==> config.mk <==
export PLATFORM = sky130hd
export DESIGN_NAME = ser_tx
export DESIGN_NICKNAME = d
export VERILOG_FILES = /design/src/rtl/ser_tx.sv
export SDC_FILE = /design/constraint.sdc
export NUM_CORES = 1
export LEC_CHECK = 0
export ABC_AREA = 1
export CORE_MARGIN = 1
export CORE_UTILIZATION = 45
export DETAILED_ROUTE_END_ITERATION = 8
export GPL_TIMING_DRIVEN = 0
export PLACE_DENSITY = 0.67
export SLEW_MARGIN = 20
export SYNTH_ARGS = -nofsm -noshare
export SYNTH_HDL_FRONTEND = slang
export SYNTH_SLANG_ARGS = --single-unit
==> constraint.sdc <==
create_clock -name clk -period 2.2 [get_ports clk]
set_clock_uncertainty 0.15 [all_clocks]
set_input_delay 0.33 -clock clk [delete_from_list [all_inputs] [get_ports clk]]
set_output_delay 0.33 -clock clk [all_outputs]
set_load 0.005 [all_outputs]
==> src/rtl/ser_tx.sv <==
// Serial transmitter: valid/ready word in, framed line out (start 0, data LSB-first, stop 1).
// Every output is a register; each line level is held for CLKS_PER_BIT clocks.
module ser_tx #(
    parameter int WIDTH        = 8,
    parameter int CLKS_PER_BIT = 4
) (
    input  logic             clk,
    input  logic             reset,
    input  logic             valid_i,
    input  logic [WIDTH-1:0] data_i,
    output logic             ready_o,
    output logic             tx_o,
    output logic             busy_o,
    output logic             done_o
);
    localparam int TW = (CLKS_PER_BIT > 1) ? $clog2(CLKS_PER_BIT) : 1;
    localparam int BW = (WIDTH > 1) ? $clog2(WIDTH) : 1;
    localparam logic [TW-1:0] T_LAST = TW'(CLKS_PER_BIT - 1);
    localparam logic [BW-1:0] B_LAST = BW'(WIDTH - 1);

    typedef enum logic [1:0] {IDLE, START, DATA, STOP} state_t;

    state_t           state, state_nx;
    logic [TW-1:0]    tmr, tmr_nx;
    logic [BW-1:0]    bit_idx, bit_nx;
    logic [WIDTH-1:0] shift, shift_nx, shifted;
    logic             tx_nx, ready_nx, busy_nx, done_nx, last;

    always_ff @(posedge clk or negedge reset) begin
        if (!reset) begin
            state   <= IDLE;
            tmr     <= '0;
            bit_idx <= '0;
            shift   <= '0;
            tx_o    <= 1'b1;
            ready_o <= 1'b0;
            busy_o  <= 1'b0;
            done_o  <= 1'b0;
        end else begin
            state   <= state_nx;
            tmr     <= tmr_nx;
            bit_idx <= bit_nx;
            shift   <= shift_nx;
            tx_o    <= tx_nx;
            ready_o <= ready_nx;
            busy_o  <= busy_nx;
            done_o  <= done_nx;
        end
    end

    always_comb begin
        state_nx = state;
        tmr_nx   = tmr;
        bit_nx   = bit_idx;
        shift_nx = shift;
        tx_nx    = tx_o;
        ready_nx = ready_o;
        busy_nx  = busy_o;
        done_nx  = 1'b0;
        last     = (tmr == T_LAST);
        shifted  = shift >> 1;
        if (state != IDLE)
            tmr_nx = last ? '0 : tmr + TW'(1);
        case (state)
            IDLE: begin
                tx_nx   = 1'b1;
                busy_nx = 1'b0;
                // ready only rises one edge after reset release; accept needs it already high
                if (!ready_o) begin
                    ready_nx = 1'b1;
                end else if (valid_i) begin
                    shift_nx = data_i;
                    state_nx = START;
                    tx_nx    = 1'b0;
                    ready_nx = 1'b0;
                    busy_nx  = 1'b1;
                    tmr_nx   = '0;
                    bit_nx   = '0;
                end
            end
            START: begin
                if (last) begin
                    state_nx = DATA;
                    tx_nx    = shift[0];
                end
            end
            DATA: begin
                if (last) begin
                    if (bit_idx == B_LAST) begin
                        state_nx = STOP;
                        tx_nx    = 1'b1;
                    end else begin
                        shift_nx = shifted;
                        tx_nx    = shifted[0];
                        bit_nx   = bit_idx + BW'(1);
                    end
                end
            end
            STOP: begin
                if (last) begin
                    state_nx = IDLE;
                    ready_nx = 1'b1;
                    busy_nx  = 1'b0;
                    done_nx  = 1'b1;
                end
            end
            default: state_nx = IDLE;
        endcase
    end
endmodule

==> results.py <==
metrics = {
    "status": {
        "status": "finished, final reports clean",
    },
    "setup_path": {
        "r2r_slack_ns": 0.41,
        "worstSetupEndpointType": "primary output",
        "slowest_delay_ns": 0.55,
        "timing.rr.start": "state[0]",
        "crit_buf_inv": 1,
        "crit_chain": "clkdlybuf4s50_1",
        "startpoint_type": "flip-flop",
        "crit_slowest_cell": "dfstp_2",
        "path_max_fanout": 2,
        "crit_arrival_ns": 1.33,
        "r2r_cells": 8,
        "cp.required_ns": 1.72,
        "path_class": "reg -> out",
        "critPathTopFamily": "flip-flops",
        "timing.rr.end": "shift[7]",
    },
    "timing": {
        "hold_ws_ns": 0.331,
        "rsz0062_at_grt": "false",
        "timing.fmax_ghz": 0.551,
        "fin_setup_tns_ns": 0,
        "setup_viol": 0,
        "slew_headroom_pct": 41.8,
        "slew_violations": 0,
        "fin_crit_sh_pct": 82.4,
        "finalCriticalPeriod_ns": 1.81,
        "hold_viol": 0,
        "worstMarginPinSlew_ns": 0.870,
    },
    "clock_network": {
        "cts_resized": 0,
        "cts_inserted_buffers": 3,
        "cts_hold_buf": 0,
        "root_buffer": "clkbuf_4",
        "cts_max_level": 1,
        "clkLatencyLatePin_ns": 0.30,
        "cts_tree": "done",
        "cts.clk_slew.worst_paths_ns": 0.11,
        "post_cts_buffers": 0,
        "cts_max_path_buffers": 2,
        "clock_sinks": 19,
    },
    "cells_and_area": {
        "nFillCells": 238,
        "fin_area_um2": 1320,
        "fin_nets": 195,
        "seqCellArea_um2": 477,
        "final_layout_size_suffix_gt1_share_pct": 6.36,
        "diodes": 0,
        "area_growth_pct": 18.0,
        "multiInputGateArea_um2": 547,
    },
    "global_routing": {
        "track_usage_pct": 19.5,
        "antenna_found_initial": 0,
        "grt_pass1_wl_mm": 3.82,
        "grt-ovfl-total": 0,
        "grt_pass1_vias": 932,
        "grt_start_max_net_pins": 20,
    },
    "worst_hold_path": {
        "worstHoldPathType": "reg -> reg",
        "hold_depth": 2,
        "hold_start": "shift[7]",
        "whs_endpoint": "shift[7]",
    },
    "die": {
        "die_h_um": 51.9,
        "die_area_um2": 2690,
        "core_area_um2": 2280,
        "start_util_pct": 49.2,
        "die_w_um": 51.9,
        "pin_count": 15,
        "rows": 17,
    },
    "placed_design": {
        "portBuffers": 14,
        "postPlaceCellArea_um2": 1290,
        "place_hpwl_mm": 1.56,
        "gp_congestion": 0.811,
    },
    "synthesis": {
        "syn-cell-area_um2": 1120,
        "synth_area_per_cell_um2": 7.22,
        "syn-num-nets": 176,
        "synthTopCellsByArea": "dfrtp_1 40%, nand2_1 27%, ha_1 11%, inv_1 6.7%, dfstp_2 2.3%",
        "ys_seq_elements": 19,
        "synth.most_common_cell": "nand2_1",
        "yosysWarnings": 0,
        "synthArstFlopShare_pct": 100,
        "netlist_instances": 155,
        "synthTopCellsByCount": "80 x nand2_1, 20 x inv_1, 18 x dfrtp_1",
        "synth_top_flop_cell": "dfrtp_1",
        "synth_edf_count": 0,
        "ys_types": 17,
        "seq_area_frac_synth_pct": 42.6,
        "synth_top_area_share_pct": 40.2,
        "yosysTopAreaCell": "dfrtp_1",
    },
    "drt": {
        "drc_errors": 0,
        "vias_per_cell": 4.74,
        "ant_nets": 0,
        "routed_wl_mm": 2.11,
        "drtIter0Drc": 11,
        "dr.pass1.iters": 4,
        "vias": 952,
        "wl_per_cell_um": 10.5,
    },
    "power": {
        "cellPowerDensity_nw_per_um2": 1360,
        "report.power.total_w": 0.00180,
        "vdd_drop_max_mv": 0.636,
        "p_leak_nw": 0.789,
    },
    "job": {
        "cap_violations": 0,
    },
}
[power by group]
| part | total, W | switching (W) | internal [W] |
|---|---|---|---|
| Clock | 0.000181 | 0.000110 | 0.0000706 |
| Sequential | 0.000620 | 0.000107 | 0.000512 |
| Combinational | 0.00100 | 0.000601 | 0.000400 |
[worst max-delay path by stage]
| stage | from | end | depth (start not counted) |
|---|---|---|---|
| finish | tx_o | tx_o | 1 |
| global route | state[0] | shift[3] | 8 |
| CTS | tx_o | tx_o | 1 |
| detailed placement | state[0] | shift[4] | 8 |
| global placement | state[0] | shift[3] | 8 |
| floorplan | bit_idx[0] | bit_idx[0] | 7 |
[final cells by class]
| type | instances | share of cell area [%] |
|---|---|---|
| Multi-Input combinational cell | 112 | 41.4 |
| Tap cell | 28 | 2.65 |
| Inverter | 21 | 5.97 |
| Sequential cell | 19 | 36.1 |
| Timing Repair Buffer | 14 | 10.6 |
| Clock buffer | 4 | 1.99 |
| Buffer | 3 | 1.33 |
[metal layers]
metal / part of all wire [%] / track usage (%) / up-vias
met5: 0 / 0 / -
met2: 49 / 34.8 / 14
li1: - / - / 499
met1: 47 / 21.3 / 435
met4: 1.5 / 11.7 / 0
met3: 2.4 / 2.92 / 4
[kinds of logic after synthesis]
| logic type | count (synthesis) | synth area share, % |
|---|---|---|
| and+or+nand+nor | 93 | 32.7 |
| buffers and inverters | 24 | 8.60 |
| DFF | 19 | 42.6 |
| adders and majority gates | 10 | 11.2 |
| AOI/OAI and AO/OA | 9 | 4.92 |
[sequential cells by signal (all words and copies together) (netlist names)]
register	flops
bit_idx	3
busy_o	1
done_o	1
ready_o	1
shift	8
state	2
tmr	2
tx_o	1
[metrics by stage]
step	worst slack [ns]	instances	utilization [%]
finish	0.386	201	58.1
detailed placement	0.440	197	56.9
global route	0.248	201	58.1
CTS	0.378	201	58.1
global placement	0.472	197	56.9
floorplan	0.671	155	-
[placed cells by master (no fill, tap or decap)]
| cell | instances |
|---|---|
| clkbuf_4 | 3 |
| nand3_2 | 1 |
| ha_1 | 10 |
| nand2_2 | 1 |
| nor2_2 | 1 |
| dfrtp_1 | 18 |
| o21a_1 | 2 |
| nor2_1 | 5 |
| nand2_1 | 80 |
| inv_2 | 1 |
| buf_4 | 1 |
| o211a_1 | 1 |
| nand3_1 | 5 |
| o21ai_0 | 4 |
| a21oi_1 | 2 |
| inv_1 | 20 |
| dfstp_2 | 1 |
| buf_2 | 2 |
| clkbuf_1 | 1 |
| clkdlybuf4s50_1 | 14 |
Power figures use the tool's default switching activity.
